--- config.mk ---
export PLATFORM = sky130hd
export DESIGN_NAME = nmr_bstrm_fifo_wr_flat
export DESIGN_NICKNAME = d
export VERILOG_FILES = /design/src/rtl/nmr_bstrm_pkg.sv /design/src/rtl/nmr_bstrm_fifo_wr_if.sv /design/src/rtl/nmr_bstrm_dur_split.sv /design/src/rtl/nmr_bstrm_fifo_wr.sv /design/src/flat_wrapper.sv
export SDC_FILE = /design/constraint.sdc
export NUM_CORES = 1
export LEC_CHECK = 0
export CAP_MARGIN = 20
export CORE_MARGIN = 2
export CORE_UTILIZATION = 40
export CTS_CLUSTER_SIZE = 8
export DETAILED_ROUTE_END_ITERATION = 10
export GPL_TIMING_DRIVEN = 0
export PLACE_DENSITY_LB_ADDON = 0.12
export SYNTH_ARGS = -nofsm -noshare
export SYNTH_HDL_FRONTEND = slang
export SYNTH_SLANG_ARGS = --single-unit
--- constraint.sdc ---
create_clock -name CLK -period 2.8 [get_ports CLK]
set_input_delay 0.56 -clock CLK [delete_from_list [all_inputs] [get_ports CLK]]
set_output_delay 0.56 -clock CLK [all_outputs]
set_load 0.1 [all_outputs]
--- src/rtl/nmr_bstrm_pkg.sv ---
// Shared definitions for the NMR bitstream FIFO producer.
// Contents: field widths, MORE-bit position, maximum chunk length,
// terminal (abort) word, FSM state encoding and a word-packing helper.
package nmr_bstrm_pkg;

   localparam int BUS_WIDTH = 32;
   localparam int PAT_WIDTH = 7;
   localparam int CNT_WIDTH = 24;
   localparam int DUR_WIDTH = 32;
   localparam int MORE_BIT  = BUS_WIDTH - 1;

   // Largest hold one word can express: count field all-ones means 2^CNT_WIDTH cycles.
   localparam logic [DUR_WIDTH-1:0] CHUNK_LEN = DUR_WIDTH'(1) << CNT_WIDTH;

   // Written on abort: MORE=0 so the player ends, pattern 0, count 0.
   localparam logic [BUS_WIDTH-1:0] TERM_WORD = '0;

   typedef enum logic [2:0] {
      ST_IDLE,
      ST_ACCEPT,
      ST_EMIT,
      ST_ABORT,
      ST_FIN
   } state_t;

   function automatic logic [BUS_WIDTH-1:0] pack_word(
      input logic                 more,
      input logic [PAT_WIDTH-1:0] pat,
      input logic [CNT_WIDTH-1:0] cnt
   );
      return {more, pat, cnt};
   endfunction

endpackage

--- src/rtl/nmr_bstrm_fifo_wr_if.sv ---
// Bus interfaces of the bitstream FIFO producer.
//  nmr_bstrm_entry_if : loader -> producer entry handshake
//     valid, ready, pattern[PAT_WIDTH], dur[DUR_WIDTH], last
//  nmr_bstrm_fifo_if  : producer -> FIFO write port
//     wrreq, data[BUS_WIDTH], full
// master drives the transfer, slave receives it.
interface nmr_bstrm_entry_if;
   import nmr_bstrm_pkg::*;

   logic                 valid;
   logic                 ready;
   logic [PAT_WIDTH-1:0] pattern;
   logic [DUR_WIDTH-1:0] dur;
   logic                 last;

   modport master (output valid, pattern, dur, last, input  ready);
   modport slave  (input  valid, pattern, dur, last, output ready);
endinterface

interface nmr_bstrm_fifo_if;
   import nmr_bstrm_pkg::*;

   logic                 wrreq;
   logic [BUS_WIDTH-1:0] data;
   logic                 full;

   modport master (output wrreq, data, input  full);
   modport slave  (input  wrreq, data, output full);
endinterface

--- src/rtl/nmr_bstrm_dur_split.sv ---
// Remaining-duration tracker. Holds the cycles still to be emitted for the
// current entry and splits them into word-sized chunks.
//  CLK, RST : clock, asynchronous active-high reset
//  load_i   : load dur_i as the new remaining duration
//  dur_i    : entry duration
//  step_i   : current chunk was written; advance to the next one
//  chunk_o  : count field for the current word (hold = count+1 cycles)
//  final_o  : current chunk is the last one for this entry
module nmr_bstrm_dur_split
   import nmr_bstrm_pkg::*;
(
   input  logic                 CLK,
   input  logic                 RST,
   input  logic                 load_i,
   input  logic [DUR_WIDTH-1:0] dur_i,
   input  logic                 step_i,
   output logic [CNT_WIDTH-1:0] chunk_o,
   output logic                 final_o
);

   logic [DUR_WIDTH-1:0] remaining_q;
   logic [DUR_WIDTH-1:0] remaining_d;

   assign final_o = (remaining_q <= CHUNK_LEN);
   // For remaining == 2^CNT_WIDTH the low bits are zero and the decrement
   // wraps to all-ones, which is exactly the full-chunk count.
   assign chunk_o = final_o ? (remaining_q[CNT_WIDTH-1:0] - CNT_WIDTH'(1)) : '1;

   always_comb begin
      remaining_d = remaining_q;
      if (load_i)
         remaining_d = dur_i;
      else if (step_i && !final_o)
         remaining_d = remaining_q - CHUNK_LEN;
   end

   always_ff @(posedge CLK or posedge RST) begin
      if (RST)
         remaining_q <= '0;
      else
         remaining_q <= remaining_d;
   end

endmodule

--- src/rtl/nmr_bstrm_fifo_wr.sv ---
// Producer end of the NMR pulse-program bitstream FIFO. Accepts pattern/duration
// entries, packs them into bitstream words (long holds split over several words)
// and writes them into the FIFO.
//  CLK, RST     : clock, asynchronous active-high reset
//  START        : 1-cycle arm pulse (ignored unless idle), clears ERR
//  STOP         : abort request level; forces a terminal all-zero word
//  ent (slave)  : entry handshake from the loader
//  fifo (master): FIFO write port
//  BUSY         : FSM not idle
//  DONE         : 1-cycle pulse the cycle after the final/terminal write
//  ERR          : sticky, zero-duration entry seen
module nmr_bstrm_fifo_wr
   import nmr_bstrm_pkg::*;
(
   input  logic               CLK,
   input  logic               RST,
   input  logic               START,
   input  logic               STOP,
   nmr_bstrm_entry_if.slave   ent,
   nmr_bstrm_fifo_if.master   fifo,
   output logic               BUSY,
   output logic               DONE,
   output logic               ERR
);

   state_t               state_q;
   logic [PAT_WIDTH-1:0] pat_q;
   logic                 last_q;
   logic                 busy_q;
   logic                 done_q;
   logic                 err_q;

   logic                 accept_hs;
   logic                 wr_en;
   logic                 emit_wr;
   logic [CNT_WIDTH-1:0] chunk;
   logic                 final_chunk;

   // STOP masks both the handshake and the EMIT write so abort wins the cycle.
   assign ent.ready = (state_q == ST_ACCEPT) && !STOP;
   assign accept_hs = ent.valid && ent.ready;
   assign emit_wr   = (state_q == ST_EMIT) && !STOP && !fifo.full;
   assign wr_en     = emit_wr || ((state_q == ST_ABORT) && !fifo.full);

   assign fifo.wrreq = wr_en;
   // Word is derived from registers only, so it stays frozen while the FIFO is full.
   assign fifo.data  = (state_q == ST_EMIT)
                       ? pack_word(!final_chunk || !last_q, pat_q, chunk)
                       : TERM_WORD;

   assign BUSY = busy_q;
   assign DONE = done_q;
   assign ERR  = err_q;

   nmr_bstrm_dur_split u_dur_split (
      .CLK     (CLK),
      .RST     (RST),
      .load_i  (accept_hs),
      .dur_i   (ent.dur),
      .step_i  (emit_wr),
      .chunk_o (chunk),
      .final_o (final_chunk)
   );

   always_ff @(posedge CLK or posedge RST) begin
      if (RST) begin
         state_q <= ST_IDLE;
         pat_q   <= '0;
         last_q  <= 1'b0;
         busy_q  <= 1'b0;
         done_q  <= 1'b0;
         err_q   <= 1'b0;
      end else begin
         done_q <= 1'b0;
         unique case (state_q)
            ST_IDLE: begin
               if (START) begin
                  state_q <= ST_ACCEPT;
                  busy_q  <= 1'b1;
                  err_q   <= 1'b0;
               end
            end
            ST_ACCEPT: begin
               if (STOP) begin
                  state_q <= ST_ABORT;
               end else if (accept_hs) begin
                  if (ent.dur == '0) begin
                     err_q <= 1'b1;
                  end else begin
                     pat_q   <= ent.pattern;
                     last_q  <= ent.last;
                     state_q <= ST_EMIT;
                  end
               end
            end
            ST_EMIT: begin
               if (STOP) begin
                  state_q <= ST_ABORT;
               end else if (emit_wr && final_chunk) begin
                  if (last_q) begin
                     state_q <= ST_FIN;
                     done_q  <= 1'b1;
                  end else begin
                     state_q <= ST_ACCEPT;
                  end
               end
            end
            ST_ABORT: begin
               if (!fifo.full) begin
                  state_q <= ST_FIN;
                  done_q  <= 1'b1;
               end
            end
            ST_FIN: begin
               state_q <= ST_IDLE;
               busy_q  <= 1'b0;
            end
            default: begin
               state_q <= ST_IDLE;
               busy_q  <= 1'b0;
            end
         endcase
      end
   end

endmodule

--- src/flat_wrapper.sv ---
// flat-port wrapper written by rule: the top's interface ports become plain ports
module nmr_bstrm_fifo_wr_flat import nmr_bstrm_pkg::*;
  (CLK, RST, START, STOP, BUSY, DONE, ERR, ent_valid, ent_pattern, ent_dur, ent_last, ent_ready, fifo_wrreq, fifo_data, fifo_full);
  nmr_bstrm_entry_if ent_i ();
  nmr_bstrm_fifo_if fifo_i ();
  input  logic CLK;
  input  logic RST;
  input  logic START;
  input  logic STOP;
  output logic BUSY;
  output logic DONE;
  output logic ERR;
  input wire logic [$bits(ent_i.valid)-1:0] ent_valid;
  input wire logic [$bits(ent_i.pattern)-1:0] ent_pattern;
  input wire logic [$bits(ent_i.dur)-1:0] ent_dur;
  input wire logic [$bits(ent_i.last)-1:0] ent_last;
  output wire logic [$bits(ent_i.ready)-1:0] ent_ready;
  output wire logic [$bits(fifo_i.wrreq)-1:0] fifo_wrreq;
  output wire logic [$bits(fifo_i.data)-1:0] fifo_data;
  input wire logic [$bits(fifo_i.full)-1:0] fifo_full;
  assign ent_i.valid = ent_valid;
  assign ent_i.pattern = ent_pattern;
  assign ent_i.dur = ent_dur;
  assign ent_i.last = ent_last;
  assign ent_ready = ent_i.ready;
  assign fifo_wrreq = fifo_i.wrreq;
  assign fifo_data = fifo_i.data;
  assign fifo_i.full = fifo_full;
  nmr_bstrm_fifo_wr u_core (.CLK(CLK), .RST(RST), .START(START), .STOP(STOP), .ent(ent_i), .fifo(fifo_i), .BUSY(BUSY), .DONE(DONE), .ERR(ERR));
endmodule
Word level (Yosys, flattened, before mapping)
Index checks and enable logic that the tools add are counted.

word-level totals
  bits in registers = 46
  bits in latches = 0
  bits in writable memories = 0
  ROM bits = 0
  bits of input ports = 46
  output and inout bits = 37
  logic and storage cells = 71
  memories = 0

operators by class
  $add $sub $neg = 2
  multipliers = 0
  div/mod/pow operators = 0
  $lt $le $gt $ge = 1
  equal/unequal tests = 11
  shifts and indexed selects = 0
  muxes and demuxes = 25
  bitwise logic cells = 3
  reduce and logical (&&, ||, !) cells = 22

operator list
  operator                                                                            number
  32-bit two-way mux                                                                  3
  32-bit by 25-bit less-or-equal comparator with 1-bit output, second input constant  1
  32-bit logical NOT                                                                  1
  32-bit by 25-bit subtractor with 32-bit output, second input constant               1
  24-bit two-way mux                                                                  1
  3-bit two-way mux                                                                   8
  24-bit by 1-bit subtractor with 24-bit output, second input constant                1
  3-bit case mux with 4 select lines                                                  1
  5-bit AND reduction                                                                 2
  1-bit two-way mux                                                                   9
  2-bit != test, second input constant                                                4
  1-bit logical AND                                                                   7
  3-bit by 2-bit equality test with 1-bit output, second input constant               2
  3-bit != test, second input constant                                                2
  1-bit case mux with 2 select lines                                                  3
  1-bit logical NOT                                                                   4
  4-bit AND reduction                                                                 1
  2-bit nonzero test                                                                  2
  3-bit by 1-bit equality test with 1-bit output, second input constant               1
  3-bit logical NOT                                                                   1
  3-bit by 2-bit != test with 1-bit output, second input constant                     1
  1-bit inverter                                                                      3
  3-bit OR reduction                                                                  1
  1-bit logical OR                                                                    2
  2 further kinds                                                                     2

Logic depth before layout (Yosys ltp)
Gate-level depths: netlist of the first run.

  depth after elaboration = 7
  mapped depth = 8
  depth with buffers taken out = 7

By module
A second synthesis of the first run with hierarchy kept.

second synthesis, totals
  cell total of the unflattened synthesis = 310
  area, all modules = 2,969.1 µm²

modules (own cells, without submodules)
  module               instances  cells an instance  area each (µm²)  sequential area each (µm²)
  nmr_bstrm_dur_split  1          205                1,995.7          800.8
  nmr_bstrm_fifo_wr    1          105                973.4            350.3

Worst setup path after synthesis of the first run
No wires, ideal clock.

  path kind = in2reg
  from = input port STOP
  to = register u_core.last_q
  library setup time = 125 ps
  data arrival time = 5,075 ps
  data required time = 2,675 ps
  setup slack = -2,400 ps
  cell stages on the path = 5
  buffers on the path = 1
  cell sequence = nor4b_1 -> and2_1 -> clkbuf_1 -> o21ai_1 -> mux2_2

between the ends
  longest elaborated chain between the ends = 4
  elaborated cells between the ends (all ways) = 5
  classes of those cells = bitwise (1); reduce/logical (4)

ends and longest elaborated chain
  element                            line                     source
  from (decl)                        flat_wrapper.sv:9        input logic STOP;
  1-bit logical NOT                  nmr_bstrm_fifo_wr.sv:40  assign ent.ready = (state_q == ST_ACCEPT) && !STOP;
  1-bit logical AND                  nmr_bstrm_fifo_wr.sv:40
  1-bit logical AND                  nmr_bstrm_fifo_wr.sv:41  assign accept_hs = ent.valid && ent.ready;
  4-bit AND reduction (no line) (*)  -
  to (signal assigned)               nmr_bstrm_fifo_wr.sv:91  last_q <= ent.last;
  to (decl)                          nmr_bstrm_fifo_wr.sv:28  logic last_q;

Mark *: on every way between the ends. The rest lies on a longest branch, timed or not.
A chain may end at the register's enable or synchronous reset.

Worst setup path after layout of the first run
  from = register u_core.u_dur_split.remaining_q[7]
  to = output port fifo_data[9]

between the ends
  longest elaborated chain between the ends = 3
  elaborated cells between the ends (all ways) = 4
  classes of those cells = add/sub (1); order compare (1); mux (2)

ends and longest elaborated chain
  element                                                                                                                              line                                                  source
  from (decl)                                                                                                                          nmr_bstrm_dur_split.sv:21                             logic [DUR_WIDTH-1:0] remaining_q;
  from (signal assigned)                                                                                                               nmr_bstrm_dur_split.sv:41                             remaining_q <= remaining_d;
  32-bit by 25-bit less-or-equal comparator with 1-bit output / 24-bit by 1-bit subtractor with 24-bit output (equally long branches)  nmr_bstrm_dur_split.sv:24, nmr_bstrm_dur_split.sv:27
  24-bit two-way mux (*)                                                                                                               nmr_bstrm_dur_split.sv:27                             assign chunk_o = final_o ? (remaining_q[CNT_WIDTH-1:0] - CNT_WIDTH'(1)) : '1;
  32-bit two-way mux (*)                                                                                                               nmr_bstrm_fifo_wr.sv:48                               ? pack_word(!final_chunk || !last_q, pat_q, chunk)
  to (decl)                                                                                                                            flat_wrapper.sv:19                                    output wire logic [$bits(fifo_i.data)-1:0] fifo_data;

Marked as above.

==> impl_metrics.tcl, run 1 <==
set metrics [dict create \
    cts-root-buf "clkbuf_8" \
    slew_violations 0 \
    clk_pin_slew_worst_paths_ns 0.09 \
    synth_flop_cell "dfrtp_1" \
    place.gp.congestion 0.891 \
    status "finished, violations left" \
    die_width_microns 88.2 \
    ys_warn_count 0 \
    maxCapViolations 0 \
    via_count 2880 \
    ctsHtreeMaxLevel 2 \
    hold_violations 0 \
    syn_area_sq_um 2840 \
    remaining_drc_errors 0 \
    reg2reg_slack_ns 0.02 \
    synth_edf_count 0 \
    die_area_sq_um 7790 \
    synthDistinctLibCells 47 \
    start_kind "flip-flop" \
    grt_pass1_wl_microns 13500 \
    io_pins 83 \
    p_leak_uw 0.00192 \
    finalCritPeriodShare 1.17 \
    wl_per_cell_microns 15.9 \
    ys_async_sr_fraction 1.00 \
    reg2reg_from "u_core.u_dur_split.remaining_q[7]$_DFFE_PP0P_" \
    violations "negative setup slack" \
    final_util 0.702 \
    power.total_uw 6320 \
    synth-seq-cells 46 \
    syn_nets 389 \
    clk_latency_ns 0.30 \
    critPathKind "reg2out" \
    fin_nets 498 \
    grt_max_degree 37 \
    area.growth.synth_to_final_pct 68.9 \
    dp_cells 520 \
    vdd_drop_max_mv 0.946 \
    multi_input_area_sq_um 2010 \
    grt_pass1_vias 2820 \
    avgSynthCellArea_sq_um 8.35 \
    drt_iter0_markers 162 \
    grt_overflow 0 \
    antenna_found_initial 0 \
    cts_tree "yes" \
    regArea_sq_um 1150 \
    syn_inst 340 \
    r2r-end "u_core.state_q[0]$_DFFE_PP0P_" \
    clockBufferDepth 2 \
    numCtsBuffers 5 \
    worstPathArrival_ns 2.71 \
    drtPass1Iterations 4 \
    holdWs_ns 0.499 \
    required_ns 2.24 \
    hold_class "in2async" \
    tightest_slew_ns 0.975 \
    rr_worst_depth 10 \
    post-route-min-period_ns 3.27 \
    row_count 30 \
    endpoint_kind "output port" \
    final_layout_size_suffix_gt1_frac 0.302 \
    relSlewSlack 0.348 \
    cts_sinks 46 \
    dp_hpwl_microns 6120 \
    fmax_ghz 0.305 \
    rsz0062_at_grt "yes" \
    finClkSkew_ns 0.00726 \
    fin_cells 546 \
    num-fill-cells 519 \
    drt_wl_total_microns 8700 \
    layout_setup_ws_ns -0.474 \
    setup_viol 25 \
    grtUsageTotal 0.223 \
    synth-seq-area-share 0.405 \
    die_y_microns 88.2 \
    start_util 0.416 \
    diodes 0 \
    via_per_inst 5.27 \
    ctsHoldBuffers 0 \
    cellPowerDensity_nw_per_um2 1320 \
    core_sq_um 6830 \
    io_buffers 82 \
    worstPathMaxFanout 5 \
    ant_nets 0 \
]
[sequential cells by signal (all words and copies together), names as in the netlist]
register	count
u_core.BUSY	1
u_core.DONE	1
u_core.state_q	3
u_core.ERR	1
u_core.u_dur_split.remaining_q	32
u_core.pat_q	7
u_core.last_q	1
[per-stage QoR]
stage | setup TNS, ns | cell area [sq um] | setup slack, ns
after floorplan | -3.44 | 3200 | -0.411
after global placement | -33.51 | 4140 | -1.26
after detailed placement | -33.00 | 4180 | -1.26
after CTS | -13.42 | 4640 | -0.593
after global routing | -12.41 | 4800 | -0.542
final | -11.00 | 4800 | -0.474
[area by class of cell]
class	instances	share of cell area
timing repair buffer	105	0.272
sequential	46	0.240
clock buffer	7	0.0180
inverter	9	0.00704
buffer	13	0.0183
clock inverter	1	0.00104
tap	96	0.0250
multi-input combinational	269	0.418
[worst max path at each step]
stage                                to  slack [ns]  cells past startpoint                                          start
after CTS                 fifo_data[13]       -0.59                     10  u_core.u_dur_split.remaining_q[0]$_DFFE_PP0P_
after detailed placement  fifo_data[23]       -1.26                      9  u_core.u_dur_split.remaining_q[0]$_DFFE_PP0P_
after global placement    fifo_data[23]       -1.26                      9  u_core.u_dur_split.remaining_q[0]$_DFFE_PP0P_
final                      fifo_data[9]       -0.47                      7  u_core.u_dur_split.remaining_q[7]$_DFFE_PP0P_
after global routing      fifo_data[22]       -0.54                      9  u_core.u_dur_split.remaining_q[0]$_DFFE_PP0P_
after floorplan           fifo_data[22]       -0.41                      8  u_core.u_dur_split.remaining_q[0]$_DFFE_PP0P_
[routing by layer]
layer  share of wire  wire length (microns)  GRT usage
met1            0.43                   3740      0.296
met4           0.016                    136     0.0579
met3           0.038                    334     0.0271
met5               0                      0          0
met2            0.52                   4490      0.386
[timing repair]
item	CTS	global route
endpoints found under the setup margin	34	33
endpoints found under the hold margin	0	0
cloned	1	1
setup buffers	11	10
gates resized for setup	278	30
pin swaps	9	18
[layout by cell type (no fill, tap or decap), drive strengths merged, types with 3 or more instances in the layout]
cell / instances
o21ai: 8
nand3b: 5
and2: 9
nor2: 22
dfrtp: 46
ha: 3
xor2: 12
nand3: 10
nor4: 13
buf: 53
mux2: 8
clkdlybuf4s50: 48
o311ai: 3
nand4: 3
nor2b: 3
or4: 7
a31oi: 5
or3: 4
xnor2: 10
a21oi: 30
nor3: 8
nand2: 82
inv: 9
clkbuf: 23
[worst max-delay path, stage by stage (launching register included)]
cell       delay (ns)
dfrtp_1          0.40
or4_4            0.58
or4_4            0.58
o31ai_4          0.23
buf_6            0.20
clkbuf_16        0.18
a21oi_4          0.06
buf_12           0.17
[cell usage after synthesis, drive strengths merged (3+ instances only)]
master | n | area (sq um)
nor2 | 22 | 82.6
clkbuf | 13 | 48.8
nand4 | 3 | 18.8
o311ai | 3 | 26.3
dfrtp | 46 | 1150
nor2b | 3 | 18.8
or4 | 7 | 67.6
ha | 3 | 37.5
nor3 | 8 | 40.0
xor2 | 12 | 105
o21ai | 8 | 40.0
mux2 | 8 | 90.1
a21oi | 30 | 154
and2 | 9 | 56.3
nor4 | 13 | 87.6
nand3b | 5 | 37.5
or3 | 4 | 25.0
inv | 9 | 33.8
a31oi | 5 | 31.3
nand2 | 82 | 308
xnor2 | 10 | 87.6
buf | 3 | 26.3
nand3 | 10 | 50.1
[power breakdown]
group          switching (uW)  internal, uW
registers                 368           965
logic                    2920          1630
clock network             226           200
total                    3520          2800
[cells by family after synthesis]
family | count (synthesis) | synth area share
DFF | 46 | 0.405
adders and majority gates | 3 | 0.0132
AOI/OAI and AO/OA | 55 | 0.121
buffers and inverters | 25 | 0.0383
and+or+nand+nor | 180 | 0.319
muxes | 9 | 0.0353
xor gates and xnor gates | 22 | 0.0679
(Power assumes the default switching activity.)
==> inputs of run 2 (changes only) <==
--- a/config.mk
+++ b/config.mk
@@ -5,12 +5,14 @@
 export SDC_FILE = /design/constraint.sdc
 export NUM_CORES = 1
 export LEC_CHECK = 0
+export ABC_AREA = 1
 export CAP_MARGIN = 20
 export CORE_MARGIN = 2
 export CORE_UTILIZATION = 40
 export CTS_CLUSTER_SIZE = 8
 export DETAILED_ROUTE_END_ITERATION = 10
 export GPL_TIMING_DRIVEN = 0
+export HOLD_SLACK_MARGIN = 0.08
 export PLACE_DENSITY_LB_ADDON = 0.12
 export SYNTH_ARGS = -nofsm -noshare
 export SYNTH_HDL_FRONTEND = slang
==> run 2 against run 1 <==
  * The flow now finishes without violations
  * Clock-buffer cell count is 2 lower
  * Critical path type is now in2out
  * Register-to-register slack improved by 0.91 ns
  * Utilization decreased by 12 points
  * First-iteration DRC count fell by 29%
  * Synthesized area rose by 11%
  * Clock power increased by 23%
  * Worst setup slack gained 0.54 ns
  * Non-clock buffer count down 15
  * Critical path depth fell by 4
==> impl_metrics.tcl, run 2 <==
set metrics [dict create \
    status "finished clean" \
    synth_most_common_cell "nand2_1" \
    drt_wl_total_microns 9200 \
    setup_viol 0 \
    ys_async_sr_fraction 1.00 \
    final_util 0.580 \
    cts_tree "yes" \
    io_buffers 82 \
    row_count 32 \
    design_area_sq_um 4460 \
    fin_setup_tns_ns 0 \
    start_util 0.410 \
    gr-usage-met2 0.353 \
    grt.busiest_layer "met2" \
    synth_top_area_frac 0.365 \
    start_kind "input pin" \
    layout_common_cells "109 x nand2_1, 56 x nor2_1, 48 x clkdlybuf4s50_1, 44 x dfrtp_1, 37 x inv_1" \
    synthDistinctLibCells 38 \
    syn_inst 440 \
    wl_per_cell_microns 14.4 \
    clk_latency_ns 0.31 \
    relSlewSlack 0.356 \
    finClkSkew_ns 0.00964 \
    ctsHoldBuffers 0 \
    ant_nets 0 \
    die_area_sq_um 8610 \
    final_layout_size_suffix_gt1_frac 0.264 \
    grtUsageTotal 0.222 \
    drt_iter0_markers 115 \
    area.growth.synth_to_final_pct 41.4 \
    largest_reg_flops 32 \
    ys_warn_count 0 \
    core_sq_um 7690 \
    vdd_drop_max_mv 0.798 \
    cellPowerDensity_nw_per_um2 1320 \
    synth_flop_cell "dfrtp_1" \
    hold_class "reg2reg" \
    path_cells "clkdlybuf4s50_1, nor2_4, dlygate4sd2_1" \
    io_pins 83 \
    hold_violations 0 \
    place.gp.congestion 0.875 \
    grt_pass1_wl_microns 15100 \
    reg_top3 "u_core.u_dur_split.remaining_q: 32 flops, u_core.pat_q: 7 flops, u_core.state_q: 3 flops" \
    via_count 3223 \
    final_common_cell "nand2_1" \
    die_y_microns 92.8 \
    synth_edf_count 0 \
    clk_pin_slew_worst_paths_ns 0.10 \
    synth-seq-area-share 0.365 \
    grt_max_degree 30 \
    synth_commonest_cells "109 x nand2_1, 57 x nor2_1, 46 x dfrtp_1" \
    grt_use_met1 0.317 \
    slew_violations 0 \
    cpPeakStageDelay_ns 0.87 \
    ys_top_cells_by_area "dfrtp_1 37%, nand2_1 13%, nor2_1 6.8%, inv_1 5.0%, o21ai_0 4.9%" \
    endpoint_kind "output port" \
    numCtsBuffers 5 \
    avgSynthCellArea_sq_um 7.16 \
    drtPass1Iterations 4 \
    top_register "u_core.u_dur_split.remaining_q" \
    tightest_slew_ns 0.964 \
    fin_cells 640 \
    yosysTopAreaCell "dfrtp_1" \
    clockBufferDepth 2 \
    p_leak_uw 0.00199 \
    cts-root-buf "clkbuf_8" \
    rsz0062_at_grt "yes" \
    dpl_cell_area_sq_um 4180 \
    fmax_ghz 0.366 \
    synth-seq-cells 46 \
    finalCritPeriodShare 0.977 \
    maxCapViolations 0 \
    remaining_drc_errors 0 \
    syn_area_sq_um 3150 \
    cp_slowest_cell "dlygate4sd2_1" \
    die_width_microns 92.8 \
    worstPathMaxFanout 3 \
    grt_pass1_vias 3096 \
    holdWs_ns 0.495 \
    required_ns 2.24 \
    antenna_found_initial 0 \
    grt_overflow 0 \
    diodes 0 \
    fin_nets 586 \
    dp_cells 625 \
    cts_sinks 46 \
    post-route-min-period_ns 2.74 \
    worstPathArrival_ns 2.18 \
    syn_nets 489 \
    ctsHtreeMaxLevel 2 \
    critPathKind "in2out" \
    via_per_inst 5.04 \
    met3_usage 0.0334 \
    dp_hpwl_microns 7060 \
]
[run 2: changes by cell type after synthesis, sizes merged, moves of 8 or more]
cell | before | now
nor2 | 22 | 78
inv | 9 | 46
o21ai | 8 | 39
nand3 | 10 | 27
nand2 | 82 | 121
nor4 | 13 | 1
a31oi | 5 | 13
mux2 | 8 | 0
and2 | 9 | 0
clkbuf | 13 | 3
[run 2: stage by stage]
stage                     setup WS (ns)  total power (uW)
after floorplan                  -0.520              4280
after global routing            -0.0199              6210
after global placement           -0.705              5080
after CTS                      -0.00411              5680
final                            0.0641              5860
after detailed placement         -0.736              5130
[run 2: what timing repair did]
| item | CTS | global route |
|---|---|---|
| hold endpoints to repair | 0 | 0 |
| endpoints found under the setup margin | 34 | 32 |
| pin swaps | 4 | 8 |
| gates resized for setup | 192 | 34 |
| setup buffers | 2 | 5 |
[run 2: metal layers]
metal / wire [microns] / vias to the layer above
met2: 4210 / 97
li1: - / 1617
met4: 118 / 0
met5: 0 / -
met1: 4370 / 1499
met3: 492 / 10
[run 2: layout make-up]
cell class / instances / area, sq um
well taps: 102 / 128
multi-input cells: 335 / 1900
plain buffers: 13 / 85.1
inverters: 46 / 175
fillers: 752 / 3230
clock inverters: 3 / 43.8
repair buffers: 90 / 900
flip-flops and latches: 46 / 1150
clock buffers: 5 / 68.8
[run 2: final timing paths]
kind / startpoint / depth (start not counted) / to / slack [ns]
min in group asynchronous: RST / 2 / u_core.u_dur_split.remaining_q[24]$_DFFE_PP0P_ / 0.55
max reg2reg: u_core.u_dur_split.remaining_q[25]$_DFFE_PP0P_ / 12 / u_core.state_q[0]$_DFFE_PP0P_ / 0.93
min reg2reg: u_core.ERR$_DFFE_PP0P_ / 1 / u_core.ERR$_DFFE_PP0P_ / 0.50
min: u_core.ERR$_DFFE_PP0P_ / 1 / u_core.ERR$_DFFE_PP0P_ / 0.50
max: STOP / 3 / ent_ready / 0.06
max in group asynchronous: RST / 3 / u_core.u_dur_split.remaining_q[3]$_DFFE_PP0P_ / 1.72
[run 2: cell families after synthesis]
kind of cell,synth area share
fa+ha+maj,0.0119
xor+xnor,0.0361
compound gates,0.156
simple gates,0.351
flops,0.365
buf+inv,0.0802
[run 2: report_power, final]
group / leakage [uW] / internal [uW] / switching [uW]
clock: 0.0000585 / 268 / 256
combinational: 0.00137 / 1120 / 2950
sequential: 0.000557 / 968 / 300
[run 2: critical path, delay by kind of cell]
kind                   cells  cell delay [ns]
buffers and inverters      2             1.40
and+or+nand+nor            1             0.21
==> inputs of run 3 (changes only) <==
--- a/config.mk
+++ b/config.mk
@@ -7,7 +7,6 @@
 export LEC_CHECK = 0
 export ABC_AREA = 1
 export CAP_MARGIN = 20
-export CORE_MARGIN = 2
 export CORE_UTILIZATION = 40
 export CTS_CLUSTER_SIZE = 8
 export DETAILED_ROUTE_END_ITERATION = 10
==> run 3 against run 2 <==
  * Utilization grew 1.9 points
  * Design area is 3.3% higher
  * Power increased by 2.1%
  * Critical endpoint is now fifo_data[9]
  * Critical path type is now reg2out
==> impl_metrics.tcl, run 3 (synthesis results as in run 2) <==
set metrics [dict create \
    die_width_microns 90.8 \
    finalCritPeriodShare 0.975 \
    reg2reg_from "u_core.u_dur_split.remaining_q[0]$_DFFE_PP0P_" \
    place.gp.congestion 0.855 \
    fmax_ghz 0.366 \
    layout_setup_ws_ns 0.0700 \
    p_leak_uw 0.00201 \
    tightest_slew_ns 0.959 \
    min_to "u_core.ERR$_DFFE_PP0P_" \
    via_per_inst 5.19 \
    swShare 0.600 \
    finClkSkew_ns 0.00860 \
    relSlewSlack 0.359 \
    reg2reg_slack_ns 0.80 \
    p_int_uw 2390 \
    io_pins 83 \
    hold_violations 0 \
    dpl_cell_area_sq_um 4180 \
    diodes 0 \
    via_count 3344 \
    die_area_sq_um 8240 \
    cts-root-buf "clkbuf_8" \
    drt_wl_total_microns 9570 \
    num-fill-cells 740 \
    cellPowerDensity_nw_per_um2 1300 \
    holdPathStages 1 \
    drt_iter0_markers 212 \
    dp_cells 625 \
    reg_top3 "u_core.u_dur_split.remaining_q: 32 flops, u_core.pat_q: 7 flops, u_core.state_q: 3 flops" \
    clockBufferDepth 2 \
    cts_sinks 46 \
    min_from "u_core.ERR$_DFFE_PP0P_" \
    r2r-end "u_core.u_dur_split.remaining_q[31]$_DFFE_PP0P_" \
    hold_class "reg2reg" \
    p_sw_uw 3600 \
    wl_per_cell_microns 14.9 \
    pre_cts_ws_ns -0.692 \
    p_seq_frac 0.214 \
    grt_pass1_wl_microns 15300 \
    regArea_sq_um 1150 \
    multi_input_area_sq_um 1940 \
    largest_reg_flops 32 \
    critPathKind "reg2out" \
    status "finished clean" \
    clk_pin_slew_worst_paths_ns 0.10 \
    drtPass1Iterations 4 \
    maxCapViolations 0 \
    grt_pass1_vias 3132 \
    start_util 0.410 \
    ctsHtreeMaxLevel 2 \
    fin_cells 644 \
    ant_nets 0 \
    die_y_microns 90.8 \
    dp_hpwl_microns 7030 \
    antenna_found_initial 0 \
    fin_setup_tns_ns 0 \
    io_buffers 82 \
    row_count 32 \
    worstPathArrival_ns 2.17 \
    final_util 0.599 \
    clk_latency_ns 0.31 \
    post-route-min-period_ns 2.73 \
    setup_viol 0 \
    final_common_cell "nand2_1" \
    fin_nets 590 \
    cts_tree "yes" \
    endpoint_kind "output port" \
    core_sq_um 7690 \
    numCtsBuffers 5 \
    layout_common_cells "109 x nand2_1, 56 x nor2_1, 48 x clkdlybuf4s50_1, 44 x dfrtp_1, 37 x inv_1" \
    required_ns 2.24 \
    grt_max_degree 28 \
    grt_overflow 0 \
    design_area_sq_um 4600 \
    worstPathMaxFanout 6 \
    p_clk_frac 0.075 \
    area.growth.synth_to_final_pct 46.0 \
    top_register "u_core.u_dur_split.remaining_q" \
    grtUsageTotal 0.235 \
    pwr-share-comb 0.711 \
    final_layout_size_suffix_gt1_frac 0.275 \
    remaining_drc_errors 0 \
    vdd_drop_max_mv 0.763 \
    start_kind "flip-flop" \
    rr_worst_depth 12 \
    slew_violations 0 \
]
==> run 3: cell count changes in the layout (fill, tap and decap cells not counted), sizes merged <==
cell	before	now
clkdlybuf4s18	6	1
bufinv	1	0
clkdlybuf4s15	2	7
clkbuf	10	9
clkinvlp	0	1
buf	41	46
==> run 3: metrics by stage <==
step | hold WS (ns) | power, uW
final | 0.495 | 5990
after global routing | 0.543 | 6320
after CTS | 0.504 | 5720
after detailed placement | 0.480 | 5130
after global placement | 0.466 | 5080
after floorplan | 0.480 | 4280
==> run 3: metal layers <==
layer  share of wire  track usage  routed length [microns]
met1            0.48        0.332                     4560
met4           0.011       0.0538                      110
met3           0.042       0.0320                      402
met2            0.47        0.381                     4500
met5               0            0                        0
==> run 3: final cells by class <==
cell class / count / area share
inverters: 46 / 0.0381
well taps: 102 / 0.0277
clock inverters: 3 / 0.00544
clock buffers: 5 / 0.0150
multi-input cells: 335 / 0.421
flip-flops and latches: 46 / 0.251
repair buffers: 94 / 0.222
plain buffers: 13 / 0.0201
==> run 3: how the worst max path moves through the flow <==
| stage | startpoint | to | cells past startpoint |
|---|---|---|---|
| finish | u_core.u_dur_split.remaining_q[24]$_DFFE_PP0P_ | fifo_data[9] | 11 |
| global route | u_core.u_dur_split.remaining_q[24]$_DFFE_PP0P_ | fifo_data[14] | 6 |
| CTS | u_core.u_dur_split.remaining_q[25]$_DFFE_PP0P_ | fifo_data[18] | 8 |
| detailed placement | u_core.u_dur_split.remaining_q[0]$_DFFE_PP0P_ | fifo_data[19] | 9 |
| global placement | u_core.u_dur_split.remaining_q[0]$_DFFE_PP0P_ | fifo_data[19] | 9 |
| floorplan | u_core.u_dur_split.remaining_q[24]$_DFFE_PP0P_ | fifo_data[18] | 8 |
==> run 3: power by group through the flow <==
stage	Combinational, uW	Sequential [uW]	Clock, uW
after floorplan	3030	1250	0
after global placement	3830	1250	0
after detailed placement	3870	1260	0
after CTS	4000	1260	459
after global routing	4530	1320	472
final	4260	1280	449
==> run 3: worst max-delay path, stage by stage (launching register included) <==
cell and delay (ns):
dfrtp_1 0.40, inv_2 0.07, ha_2 0.20, nand2_2 0.13, nor2_4 0.05, nand3_2 0.12
o21ai_4 0.08, buf_12 0.14, buf_12 0.12, buf_16 0.13, a21oi_2 0.16, buf_6 0.24
==> run 3: repair_timing <==
item | CTS | global route
endpoints found under the setup margin | 34 | 31
gates cloned | 1 | 1
hold endpoints to repair | 0 | 0
gates resized for setup | 208 | 34
pin swaps | 4 | 10
hold buffers | 0 | 0
setup buffers | 5 | 4
